### config.mk
export PLATFORM = sky130hd
export DESIGN_NAME = muldiv_seq
export DESIGN_NICKNAME = d
export VERILOG_FILES = /design/src/rtl/muldiv_pkg.sv /design/src/rtl/muldiv_seq_div_step.sv /design/src/rtl/muldiv_seq.sv
export SDC_FILE = /design/constraint.sdc
export NUM_CORES = 1
export LEC_CHECK = 0
export ABC_CLOCK_PERIOD_IN_PS = 12900
export BUFFER_PORTS_ARGS = -buffer_cell sky130_fd_sc_hd__buf_4
export CAP_MARGIN = 20
export CELL_PAD_IN_SITES_DETAIL_PLACEMENT = 1
export CELL_PAD_IN_SITES_GLOBAL_PLACEMENT = 1
export CORE_MARGIN = 2
export CORE_UTILIZATION = 41
export DETAILED_ROUTE_END_ITERATION = 12
export HOLD_SLACK_MARGIN = 0.12
export PLACE_DENSITY_LB_ADDON = 0.25
export REMOVE_ABC_BUFFERS = 1
export SYNTH_ARGS = -nofsm -noshare
export SYNTH_HDL_FRONTEND = slang
export SYNTH_SLANG_ARGS = --single-unit
### constraint.sdc
create_clock -name CLK -period 12.9 [get_ports CLK]
set_input_delay 2.58 -clock CLK [delete_from_list [all_inputs] [get_ports CLK]]
set_output_delay 2.58 -clock CLK [all_outputs]
set_load 0.01 [all_outputs]
### src/rtl/muldiv_pkg.sv
// muldiv_pkg: shared types and constants for the sequential divider.
//   state_t        FSM encoding (IDLE, CALC, FIX, DONE)
//   OP_*           SELECT op codes accepted by muldiv_seq
//   WIDTH_DEF      default operand/result width
//   is_div_op()    true for any of the four accepted op codes
package muldiv_pkg;

  localparam int WIDTH_DEF = 32;

  localparam logic [4:0] OP_DIV  = 5'b01100;
  localparam logic [4:0] OP_REM  = 5'b01101;
  localparam logic [4:0] OP_DIVU = 5'b01110;
  localparam logic [4:0] OP_REMU = 5'b01111;

  typedef enum logic [1:0] {
    S_IDLE,
    S_CALC,
    S_FIX,
    S_DONE
  } state_t;

  function automatic logic is_div_op(input logic [4:0] sel);
    return (sel == OP_DIV) || (sel == OP_REM) || (sel == OP_DIVU) || (sel == OP_REMU);
  endfunction

endpackage

### src/rtl/muldiv_seq_div_step.sv
// div_step: one combinational restoring-division step.
//   rem_in  partial remainder before the step
//   quo_in  dividend/quotient shift register before the step
//   dvsr    divisor magnitude
//   rem_out partial remainder after the step
//   quo_out shift register after the step (new quotient bit in LSB)
module div_step
  import muldiv_pkg::*;
#(
  parameter int WIDTH = WIDTH_DEF
) (
  input  logic [WIDTH-1:0] rem_in,
  input  logic [WIDTH-1:0] quo_in,
  input  logic [WIDTH-1:0] dvsr,
  output logic [WIDTH-1:0] rem_out,
  output logic [WIDTH-1:0] quo_out
);

  logic [WIDTH:0] shifted;
  logic [WIDTH:0] diff;
  logic           borrow;

  // Bring the next dividend bit into the remainder, then trial subtract.
  // The extra MSB of diff is set exactly when shifted < dvsr.
  assign shifted = {rem_in, quo_in[WIDTH-1]};
  assign diff    = shifted - {1'b0, dvsr};
  assign borrow  = diff[WIDTH];

  assign rem_out = borrow ? shifted[WIDTH-1:0] : diff[WIDTH-1:0];
  assign quo_out = {quo_in[WIDTH-2:0], ~borrow};

endmodule

### src/rtl/muldiv_seq.sv
// muldiv_seq: multi-cycle restoring divider (DIV/REM/DIVU/REMU).
//   CLK     clock, rising edge
//   RESET   asynchronous active-high reset
//   START   one-cycle request, sampled only in IDLE
//   SELECT  op code (see muldiv_pkg OP_*); other codes are ignored
//   DATA1   dividend, DATA2 divisor
//   FLUSH   abort the operation in flight (wins over START)
//   RESULT  quotient or remainder, held until the next load
//   BUSY    high from the accepting edge until the return to IDLE
//   DONE    one-cycle pulse while RESULT is fresh
// Optional: define MULDIV_EARLY_OUT_EN to finish divide-by-zero and
// signed overflow one cycle after acceptance instead of running CALC/FIX.
module muldiv_seq
  import muldiv_pkg::*;
#(
  parameter int WIDTH = WIDTH_DEF
) (
  input  logic             CLK,
  input  logic             RESET,
  input  logic             START,
  input  logic [4:0]       SELECT,
  input  logic [WIDTH-1:0] DATA1,
  input  logic [WIDTH-1:0] DATA2,
  input  logic             FLUSH,
  output logic [WIDTH-1:0] RESULT,
  output logic             BUSY,
  output logic             DONE
);

  localparam int CW = $clog2(WIDTH);

  state_t           state;
  logic [CW-1:0]    cnt;
  logic [WIDTH-1:0] rem_r, quo_r, dvsr_r;
  logic             neg_q, neg_r, is_rem, dz;
  logic [WIDTH-1:0] rem_nx, quo_nx;
  logic [WIDTH-1:0] fix_res;

  // Operand conditioning at acceptance: magnitudes for the signed ops.
  logic is_signed, s1, s2;
  assign is_signed = ~SELECT[1];
  assign s1        = is_signed & DATA1[WIDTH-1];
  assign s2        = is_signed & DATA2[WIDTH-1];

`ifdef MULDIV_EARLY_OUT_EN
  logic             early;
  logic [WIDTH-1:0] early_res;
  logic             in_dz, in_ovf;
  assign in_dz  = (DATA2 == '0);
  assign in_ovf = is_signed && (DATA1 == {1'b1, {(WIDTH-1){1'b0}}}) && (DATA2 == '1);
`endif

  div_step #(.WIDTH(WIDTH)) u_step (
    .rem_in  (rem_r),
    .quo_in  (quo_r),
    .dvsr    (dvsr_r),
    .rem_out (rem_nx),
    .quo_out (quo_nx)
  );

  // Sign fix-up. Divide by zero leaves an all-ones magnitude, which must not
  // be negated for DIV; the remainder path already reconstructs DATA1.
  // Signed overflow falls out naturally: -(0x80..0) == 0x80..0, remainder 0.
  always_comb begin
    fix_res = '0;
    if (is_rem)  fix_res = neg_r ? -rem_r : rem_r;
    else if (dz) fix_res = '1;
    else         fix_res = neg_q ? -quo_r : quo_r;
  end

  always_ff @(posedge CLK or posedge RESET) begin
    if (RESET) begin
      state  <= S_IDLE;
      cnt    <= '0;
      rem_r  <= '0;
      quo_r  <= '0;
      dvsr_r <= '0;
      neg_q  <= 1'b0;
      neg_r  <= 1'b0;
      is_rem <= 1'b0;
      dz     <= 1'b0;
      RESULT <= '0;
      BUSY   <= 1'b0;
      DONE   <= 1'b0;
`ifdef MULDIV_EARLY_OUT_EN
      early     <= 1'b0;
      early_res <= '0;
`endif
    end else begin
      case (state)
        S_IDLE: begin
          DONE <= 1'b0;
          if (START && is_div_op(SELECT)) begin
            rem_r  <= '0;
            quo_r  <= s1 ? -DATA1 : DATA1;
            dvsr_r <= s2 ? -DATA2 : DATA2;
            neg_q  <= s1 ^ s2;
            neg_r  <= s1;
            is_rem <= SELECT[0];
            dz     <= (DATA2 == '0);
            cnt    <= '0;
            BUSY   <= 1'b1;
            state  <= S_CALC;
`ifdef MULDIV_EARLY_OUT_EN
            early     <= in_dz | in_ovf;
            early_res <= in_dz ? (SELECT[0] ? DATA1 : '1)
                               : (SELECT[0] ? '0 : DATA1);
`endif
          end
        end
        S_CALC: begin
          if (FLUSH) begin
            BUSY  <= 1'b0;
            state <= S_IDLE;
          end
`ifdef MULDIV_EARLY_OUT_EN
          else if (early) begin
            RESULT <= early_res;
            DONE   <= 1'b1;
            state  <= S_DONE;
          end
`endif
          else begin
            rem_r <= rem_nx;
            quo_r <= quo_nx;
            cnt   <= cnt + 1'b1;
            if (cnt == CW'(WIDTH - 1)) state <= S_FIX;
          end
        end
        S_FIX: begin
          if (FLUSH) begin
            BUSY  <= 1'b0;
            state <= S_IDLE;
          end else begin
            RESULT <= fix_res;
            DONE   <= 1'b1;
            state  <= S_DONE;
          end
        end
        S_DONE: begin
          // Same exit with or without FLUSH: pulse ends, BUSY drops.
          DONE  <= 1'b0;
          BUSY  <= 1'b0;
          state <= S_IDLE;
        end
        default: state <= S_IDLE;
      endcase
    end
  end

endmodule

==> impl_metrics.ini <==
[yosys]
ys_types = 58
ys_top_cells_by_area = dfrtp_1 34%, xor2_1 7.3%, o21ai_0 6.9%
synth_top_cell_by_area = dfrtp_1
synth_warnings = 0
yosysSeqAreaShare_pct = 34.4
yosysTopAreaCellShare_pct = 34.4
syn_inst = 1264
postSynthAreaPerCell_um2 = 8.12
synthFlopType = dfrtp_1
async_reset_ff_share_pct = 100
ys_ff_latch = 141
syn_area_mm2 = 0.0103
synth-edff-count = 0

[detailed_routing]
detail-route-antenna-nets = 0
drt_iter0_markers = 491
routed_wl_um = 29500
drc = 0
dr.pass1.iters = 5
post_drt_via_cell_ratio = 5.70
drt-wirelength-per-cell_um = 17.7
vias = 9501

[worst_hold_path]
hp-class = flip-flop to flip-flop
hold_start = dvsr_r[16]

[placed_design]
place_congestion = 0.868
place_area_mm2 = 0.0113
place_hpwl_um = 21900
placedCellCount = 1635
portBuffers = 106

[timing]
whs_ns = 0.480
max_slew_margin_pct = 35.5
fin_tns_setup_ns = 0
rsz0062_at_grt = no
setup_viol = 0
fmax_mhz = 203
fin_crit_sh_pct = 38.1
hold_viol = 0
fin_crit_ns = 4.92
finalClockSkew_ns = 0.00953
maxSlewViolCount = 0
tightestPinTransition_ns = 0.967

[power]
vdd_drop_max_mv = 0.115
powerDensity_mw_per_mm2 = 247
p_leak_nw = 5.38

[global_routing]
grt.busiest_layer = met2
grt_use_met1_pct = 29.6
grt_pass1_wl_um = 49100
grt_start_max_net_pins = 74
use_met3_pct = 3.35
globalRoute.totalOverflow = 0
grt_usage_pct = 23.0
use_met2_pct = 41.0
grt_pass1_vias = 9776
grt_antenna_before_repair = 0

[outcome]
status = complete, no violations

[floorplan]
core_area_mm2 = 0.0245
pin_count = 107
fp-row-count = 57
start_util_pct = 42.0
die_w_um = 162
die_area_mm2 = 0.0263
die_height_um = 162

[clock_network]
cts_num_sinks = 141
postCtsResizedCells = 0
htreeDepth = 4
cts_buffer_depth = 2
clock_latency_ns = 0.43
clk_pin_slew_ns = 0.06
cts_setup_buffers = 0
ctsRootBufferMaster = clkbuf_16
cts_buffers = 17
hold_buffers = 0
cts_tree = yes

[worst_setup_path]
crit_type = input pin to flip-flop
endpoint_kind = flip-flop
startpoint = SELECT[2]
cp_max_fo = 73
startpoint_type = input pin
required_ns = 13.19
r2r-start = quo_r[31]
critPathArrivalTime_ns = 5.20
reg2reg_slack_ns = 8.17

[finish]
mostFrequentLayoutCells = 147 x nand2_1, 142 x o21ai_0, 141 x dfrtp_1, 120 x a21oi_1, 120 x buf_4
antennaDiodeCount = 0
fin_nets = 1446
final_common_cell = nand2_1
stdcell_area_mm2 = 0.0119
drive_above_1_share_pct = 12.7
area.growth.synth_to_final_pct = 15.8
instances_no_fill = 1667

[run]
max_cap_viol_count = 0
-- Yosys cell counts (all sizes together), types with 2 or more instances --
| master | n |
|---|---|
| o211ai | 7 |
| buf | 4 |
| nand4 | 10 |
| nor2 | 94 |
| a211oi | 2 |
| o21ai | 143 |
| nand3b | 2 |
| a21oi | 120 |
| o21bai | 2 |
| nor2b | 10 |
| inv | 58 |
| nand2b | 16 |
| and2 | 4 |
| and3 | 6 |
| nor3 | 20 |
| a21o | 29 |
| nor4b | 4 |
| nand3 | 7 |
| xor2 | 85 |
| a221o | 2 |
| or4 | 14 |
| xnor2 | 57 |
| nor4 | 10 |
| a32oi | 6 |
| a21boi | 5 |
| dfrtp | 141 |
| or2 | 9 |
| o41ai | 14 |
| a22o | 7 |
| or3 | 19 |
| clkbuf | 69 |
| o22ai | 13 |
| a31oi | 7 |
| mux2 | 2 |
| nand2 | 147 |
| a221oi | 20 |
| o31ai | 36 |
| mux2i | 10 |
| ha | 42 |
-- final timing paths --
kind | depth (start not counted) | endpoint
setup reg to reg | 14 | rem_r[7]
min in group asynchronous | 2 | dvsr_r[29]
hold / removal | 2 | dvsr_r[16]
max in group asynchronous | 3 | quo_r[17]
hold reg to reg | 2 | dvsr_r[16]
setup / recovery | 8 | quo_r[22]
-- critical path: stages --
cell,delay [ns]
buf_4,0.11
nand4b_1,0.13
or2_2,0.13
buf_4,0.50
nor2_1,0.35
nor2_4,0.65
buf_4,0.55
o21ai_0,0.19
-- state kept, by name, indices dropped and copies added (netlist names), 2 cells and up --
signal	cells
rem_r	32
quo_r	32
dvsr_r	32
RESULT	32
cnt	5
state	2
-- through the flow --
step	worst slack, ns	util (%)	total power [W]
after floorplan	6.16	-	0.00198
after global placement	7.57	46.2	0.00238
after detailed placement	7.43	46.2	0.00244
after CTS	7.89	48.6	0.00295
after global routing	7.62	48.6	0.00321
final	7.98	48.6	0.00293
-- metal layers --
| metal | up-vias | routed length [µm] |
|---|---|---|
| met2 | 110 | 14800 |
| met4 | 0 | 401 |
| met5 | - | 0 |
| met1 | 4734 | 13400 |
| met3 | 28 | 811 |
| li1 | 4629 | - |
-- area by class of cell --
cell class,instances,area (µm²)
clock inverters,14,138
multi-input cells,992,6250
clock buffers,18,439
flip-flops and latches,141,3530
inverters,58,223
well taps,324,405
repair buffers,120,901
fillers,2968,12600
-- cell families (layout without fill, tap and decap cells) --
group | count (synthesis) | in the layout | share of synthesized area, %
and+or+nand+nor | 375 | 375 | 17.2
AOI/OAI and AO/OA | 420 | 420 | 25.0
xor gates and xnor gates | 142 | 142 | 12.1
DFF | 141 | 141 | 34.4
muxes | 12 | 12 | 1.19
adders and majority gates | 43 | 43 | 5.31
buffers and inverters | 131 | 210 | 4.80
-- power breakdown --
| part | switching (W) | internal (W) |
|---|---|---|
| Combinational | 0.00102 | 0.000657 |
| Clock | 0.000213 | 0.000274 |
| Sequential | 0.000191 | 0.000583 |
Power figures use the tool's default switching activity.
